==> src/rtl/systolic_data_feeder.sv <==
// systolic_data_feeder: loads a weight tile, then streams diagonally skewed activations into the array.
// Optional FEEDER_BUBBLE_COUNT_EN adds a saturating bubble_count output.
module systolic_data_feeder #(
  parameter int DATA_WIDTH = 8,
  parameter int ROWS       = 2,
  parameter int COLUMNS    = 2
) (
  input  logic                          clk,
  input  logic                          rst,
  input  logic                          w_valid,
  output logic                          w_ready,
  input  logic [DATA_WIDTH*COLUMNS-1:0] w_vector,
  input  logic                          in_valid,
  output logic                          in_ready,
  input  logic [DATA_WIDTH*ROWS-1:0]    in_vector,
  input  logic                          in_last,
  output logic [DATA_WIDTH*ROWS-1:0]    data,
  output logic [DATA_WIDTH*COLUMNS-1:0] weight,
  output logic                          store_weight,
  output logic                          busy,
`ifdef FEEDER_BUBBLE_COUNT_EN
  output logic [15:0]                   bubble_count,
`endif
  output logic                          tile_done
);
  typedef enum logic [1:0] {IDLE, LOAD_W, STREAM, DRAIN} state_t;
  localparam int CW = $clog2(ROWS + 1);
  localparam logic [CW-1:0] LAST_ROW = CW'(ROWS - 1);
  localparam logic [CW-1:0] DRAIN_END = CW'(ROWS > 1 ? ROWS - 2 : 0);
  state_t state_q, state_d;
  logic [CW-1:0] cnt_q, cnt_d;
  logic [DATA_WIDTH*COLUMNS-1:0] weight_q, weight_d;
  logic store_q, store_d, w_ready_q, w_ready_d, in_ready_q, in_ready_d;
  logic busy_q, busy_d, tile_done_q, tile_done_d;
  logic w_acc, in_acc;
  assign w_acc  = w_valid && w_ready_q;
  assign in_acc = in_valid && in_ready_q;
  always_comb begin
    state_d     = state_q;
    cnt_d       = cnt_q;
    tile_done_d = 1'b0;
    case (state_q)
      IDLE: if (w_acc) begin
        cnt_d   = CW'(1);
        state_d = (ROWS == 1) ? STREAM : LOAD_W;
      end
      LOAD_W: if (w_acc) begin
        cnt_d   = cnt_q + 1'b1;
        state_d = (cnt_q == LAST_ROW) ? STREAM : LOAD_W;
      end
      STREAM: if (in_acc && in_last) begin
        cnt_d       = '0;
        state_d     = (ROWS == 1) ? IDLE : DRAIN;
        tile_done_d = (ROWS == 1);
      end
      DRAIN: begin
        cnt_d       = cnt_q + 1'b1;
        state_d     = (cnt_q == DRAIN_END) ? IDLE : DRAIN;
        tile_done_d = (cnt_q == DRAIN_END);
      end
      default: state_d = IDLE;
    endcase
    weight_d   = w_acc ? w_vector : weight_q;
    store_d    = w_acc;
    w_ready_d  = (state_d == IDLE) || (state_d == LOAD_W);
    in_ready_d = (state_d == STREAM);
    busy_d     = (state_d != IDLE);
  end
  always_ff @(posedge clk or posedge rst)
    if (rst) begin
      state_q     <= IDLE;
      cnt_q       <= '0;
      weight_q    <= '0;
      store_q     <= 1'b0;
      w_ready_q   <= 1'b0;
      in_ready_q  <= 1'b0;
      busy_q      <= 1'b0;
      tile_done_q <= 1'b0;
    end else begin
      state_q     <= state_d;
      cnt_q       <= cnt_d;
      weight_q    <= weight_d;
      store_q     <= store_d;
      w_ready_q   <= w_ready_d;
      in_ready_q  <= in_ready_d;
      busy_q      <= busy_d;
      tile_done_q <= tile_done_d;
    end
  assign weight       = weight_q;
  assign store_weight = store_q;
  assign w_ready      = w_ready_q;
  assign in_ready     = in_ready_q;
  assign busy         = busy_q;
  assign tile_done    = tile_done_q;
  // Lane r is an (r+1)-deep shift register; newest element at the top, output at the bottom.
  for (genvar r = 0; r < ROWS; r++) begin : g_lane
    logic [DATA_WIDTH*(r+1)-1:0] sr_q, sr_d;
    logic [DATA_WIDTH-1:0] lane_in;
    assign lane_in = in_acc ? in_vector[r*DATA_WIDTH +: DATA_WIDTH] : '0;
    if (r == 0) begin : g_head
      assign sr_d = lane_in;
    end else begin : g_tail
      assign sr_d = {lane_in, sr_q[DATA_WIDTH*(r+1)-1:DATA_WIDTH]};
    end
    always_ff @(posedge clk or posedge rst)
      if (rst) sr_q <= '0;
      else sr_q <= sr_d;
    assign data[r*DATA_WIDTH +: DATA_WIDTH] = sr_q[DATA_WIDTH-1:0];
  end
`ifdef FEEDER_BUBBLE_COUNT_EN
  logic [15:0] bubble_q, bubble_d;
  always_comb
    bubble_d = (state_q == IDLE && w_acc) ? 16'h0000 :
               (state_q == STREAM && !in_valid && bubble_q != 16'hFFFF) ? bubble_q + 16'h0001 : bubble_q;
  always_ff @(posedge clk or posedge rst)
    if (rst) bubble_q <= '0;
    else bubble_q <= bubble_d;
  assign bubble_count = bubble_q;
`endif
endmodule

==> config.mk <==
export PLATFORM = sky130hd
export DESIGN_NAME = systolic_data_feeder
export DESIGN_NICKNAME = d
export VERILOG_FILES = /design/src/rtl/systolic_data_feeder.sv
export SDC_FILE = /design/constraint.sdc
export NUM_CORES = 1
export LEC_CHECK = 0
export BUFFER_PORTS_ARGS = -buffer_cell sky130_fd_sc_hd__buf_2
export CAP_MARGIN = 20
export CELL_PAD_IN_SITES_DETAIL_PLACEMENT = 1
export CELL_PAD_IN_SITES_GLOBAL_PLACEMENT = 2
export CORE_ASPECT_RATIO = 1.25
export CORE_MARGIN = 2
export CORE_UTILIZATION = 30
export CTS_CLUSTER_SIZE = 12
export DETAILED_ROUTE_END_ITERATION = 12
export GPL_TIMING_DRIVEN = 0
export MAX_ROUTING_LAYER = met4
export PLACE_DENSITY = 0.81
export SETUP_SLACK_MARGIN = 0.02
export SYNTH_ARGS = -nofsm -noshare
export SYNTH_HDL_FRONTEND = slang
export SYNTH_SLANG_ARGS = --single-unit
==> constraint.sdc <==
create_clock -name clk -period 1.52 [get_ports clk]
set_clock_uncertainty 0.05 [all_clocks]
set_input_delay 0.076 -clock clk [delete_from_list [all_inputs] [get_ports clk]]
set_output_delay 0.076 -clock clk [all_outputs]
set_load 0.03 [all_outputs]
==> impl_metrics.toml <==
[route]
dr.pass1.iters = 4
vias = 1375
drc = 0
drt_iter0_drc = 57
ant_nets = 0
avgViaCountPerCell = 4.30
drt_wl_total_um = 4240
wl_per_cell_um = 13.2

[setup_path]
rr_endpoint = "weight[3]$_DFFE_PP0P_"
timing.rr.start = "w_ready$_DFF_PP0_"
startpoint_type = "flop"
worst-path-max-fanout = 10
rrSetupSlack_ns = 0.17
path_cells = "and2_4 > buf_6 > buf_12 > mux2_4"
r2r_cells = 4
max_stage_delay_ns = 0.43
cp_data_required_time_ns = 1.65
end_kind = "flop"
crit_slowest_cell = "dfrtp_1"
path_class = "reg2reg"
critPathArrivalTime_ns = 1.48

[place]
dp_hpwl_um = 2900
dp.cells = 280
place_area_sq_um = 2310
io_buffers = 73
place_congestion = 0.742
pre_cts_ws_ns = 0.180

[clocking]
postCtsSetupRepairBufs = 0
cts_sinks = 49
clk_latency_ns = 0.29
cts_tree = "built"
cts_made_buffers = 5
clkTransAtPathRegs_ns = 0.08
htreeDepth = 2
clk_path_buf_depth = 2
ctsRootBufferMaster = "clkbuf_8"

[timing]
setup_viol = 0
worst_slack_ns = 0.167
rsz0062_at_grt = "no"
period_minus_slack_ns = 1.35
timing.slew.headroom = 0.772
hold_violations = 0
max_freq_mhz = 739
worst_slew_pin_slew_ns = 0.342
finalSetupTns_ns = 0
drv_slew = 0
min_period_over_period = 0.890

[grt]
antenna_found_initial = 0
grt_pass1_vias = 1491
grt_start_max_net_pins = 43
grt_overflow_total = 0
grt_pass1_wl_um = 6910
grtUsageTotal = 0.136

[flow_run]
cap_violations = 0

[yosys]
syn_nets = 163
syn_area_per_cell_sq_um = 14.7
synth_top_area_cell = "dfrtp_1"
ys_warn_count = 0
ys_seq_area_frac = 0.672
synth.distinct_cells = 27
synth_cells = 124
ys_ff_latch = 49
syn_area_sq_um = 1830
synth.area.top_cells = "dfrtp_1, mux2_4, and3_1"
synth_top_cell_area_share = 0.672

[floorplanning]
initial_utilization = 0.312
ios = 74
die_area_sq_um = 6730
num_rows = 31
coreArea_sq_um = 5860
dieWidth_um = 73.8
dieHeight_um = 91.2

[worst_hold_path]
worst_hold_startpoint = "in_vector[10]"
holdPathEnd = "g_lane[1].sr_q[10]$_DFF_PP0_"
hold_class = "in2reg"
holdPathStages = 2

[final_layout]
synthToLayoutAreaGrowth_pct = 50.7
drive_gt1_frac = 0.471
stdcell_area_sq_um = 2750
fillers = 631
n_antenna_cell = 0
fin_cells = 320
fin_util = 0.470
nets = 276

[power]
p_leak_nw = 1.49
ir_drop_uv = 535
power.density_nw_per_um2 = 1730

[run_status]
outcome = "completed"
layout by cell type, fill, tap and decap left out, drive strengths merged:
cell type / netlist / final
ha: 2 / 2
a21o: 2 / 2
o21a: 1 / 1
mux2: 16 / 16
a21oi: 1 / 1
bufinv: 0 / 1
dfrtp: 49 / 49
o211ai: 1 / 1
a211oi: 1 / 1
a21boi: 1 / 1
inv: 5 / 5
nor2b: 1 / 1
o21ai: 4 / 4
nand2: 1 / 1
and3: 17 / 17
nor2: 2 / 2
a31oi: 1 / 1
nand3: 4 / 4
clkbuf: 2 / 9
dlygate4sd3: 0 / 32
and2: 2 / 2
buf: 11 / 85
synthesized netlist by cell type:
| master | n |
|---|---|
| a211oi_1 | 1 |
| a21boi_0 | 1 |
| a21o_1 | 1 |
| a21o_2 | 1 |
| a21oi_1 | 1 |
| a31oi_1 | 1 |
| and2_1 | 1 |
| and2_4 | 1 |
| and3_1 | 16 |
| and3_2 | 1 |
| buf_12 | 1 |
| buf_2 | 1 |
| buf_4 | 8 |
| buf_6 | 1 |
| clkbuf_1 | 2 |
| dfrtp_1 | 49 |
| ha_1 | 2 |
| inv_1 | 5 |
| mux2_2 | 7 |
| mux2_4 | 9 |
| nand2_1 | 1 |
| nand3_1 | 4 |
| nor2_1 | 2 |
| nor2b_1 | 1 |
| o211ai_1 | 1 |
| o21a_1 | 1 |
| o21ai_0 | 4 |
routing by layer:
metal | vias to the layer above | part of all wire | track usage
met4 | 0 | 0.0097 | 0.0364
met1 | 687 | 0.39 | 0.145
met2 | 45 | 0.55 | 0.246
li1 | 639 | - | -
met5 | - | 0 | -
met3 | 4 | 0.053 | 0.0300
registers in the layout (all words and copies together), names as in the netlist, 2 cells and up:
| signal | cells |
|---|---|
| cnt_q | 2 |
| state_q | 2 |
| weight | 16 |
| g_lane.sr_q | 24 |
worst max path at each step:
stage	startpoint	slack (ns)	end	depth (start not counted)
floorplan	w_ready$_DFF_PP0_	0.06	weight[0]$_DFFE_PP0P_	4
global route	w_ready$_DFF_PP0_	0.11	weight[1]$_DFFE_PP0P_	4
CTS	w_ready$_DFF_PP0_	0.16	weight[3]$_DFFE_PP0P_	4
detailed placement	w_ready$_DFF_PP0_	0.18	weight[5]$_DFFE_PP0P_	4
global placement	rst	-0.35	g_lane[1].sr_q[7]$_DFF_PP0_	2
finish	w_ready$_DFF_PP0_	0.17	weight[3]$_DFFE_PP0P_	4
cells by family (layout without fill, tap and decap cells):
logic type,count (synthesis),count (layout),synth area share
adder cells (fa/ha/maj),2,2,0.0137
buffers and inverters,18,132,0.0672
multiplexers,16,16,0.117
flip-flops,49,49,0.672
AO/OA/AOI/OAI,12,12,0.0425
AND/OR/NAND/NOR,27,27,0.0877
power by group:
part / switching (W) / internal [W] / leakage [nW] / total, W
Clock: 0.000382 / 0.000536 / 0.0585 / 0.000918
Sequential: 0.000208 / 0.00168 / 0.626 / 0.00189
Combinational: 0.00116 / 0.000794 / 0.807 / 0.00196
stage by stage:
stage / power [W] / hold WS [ns]
global route: 0.00506 / 0.00126
floorplan: 0.00326 / 0.174
finish: 0.00477 / 0.00110
global placement: 0.00375 / 0.258
CTS: 0.00481 / 0.00142
detailed placement: 0.00380 / -0.0513
worst max-delay path, delay by kind of cell (launching register included):
| kind | cells | cell delay [ns] |
|---|---|---|
| simple gates | 1 | 0.17 |
| mux | 1 | 0.30 |
| flops | 1 | 0.43 |
| buf+inv | 2 | 0.29 |
layout make-up:
| type | instances | area, sq um | share of cell area |
|---|---|---|---|
| Buffer | 13 | 104 | 0.0378 |
| Clock buffer | 7 | 86.3 | 0.0314 |
| Clock inverter | 1 | 30.0 | 0.0109 |
| Inverter | 5 | 18.8 | 0.00682 |
| Multi-Input combinational cell | 57 | 477 | 0.173 |
| Sequential cell | 49 | 1230 | 0.446 |
| Tap cell | 82 | 103 | 0.0373 |
| Timing Repair Buffer | 106 | 706 | 0.257 |
timing repair:
action | CTS | global route
gates resized for setup | 0 | 0
hold buffers | 32 | 0
endpoints found under the setup margin | 0 | 0
endpoints found under the hold margin | 80 | 0
Note: power is estimated with default switching activity, not from simulation.
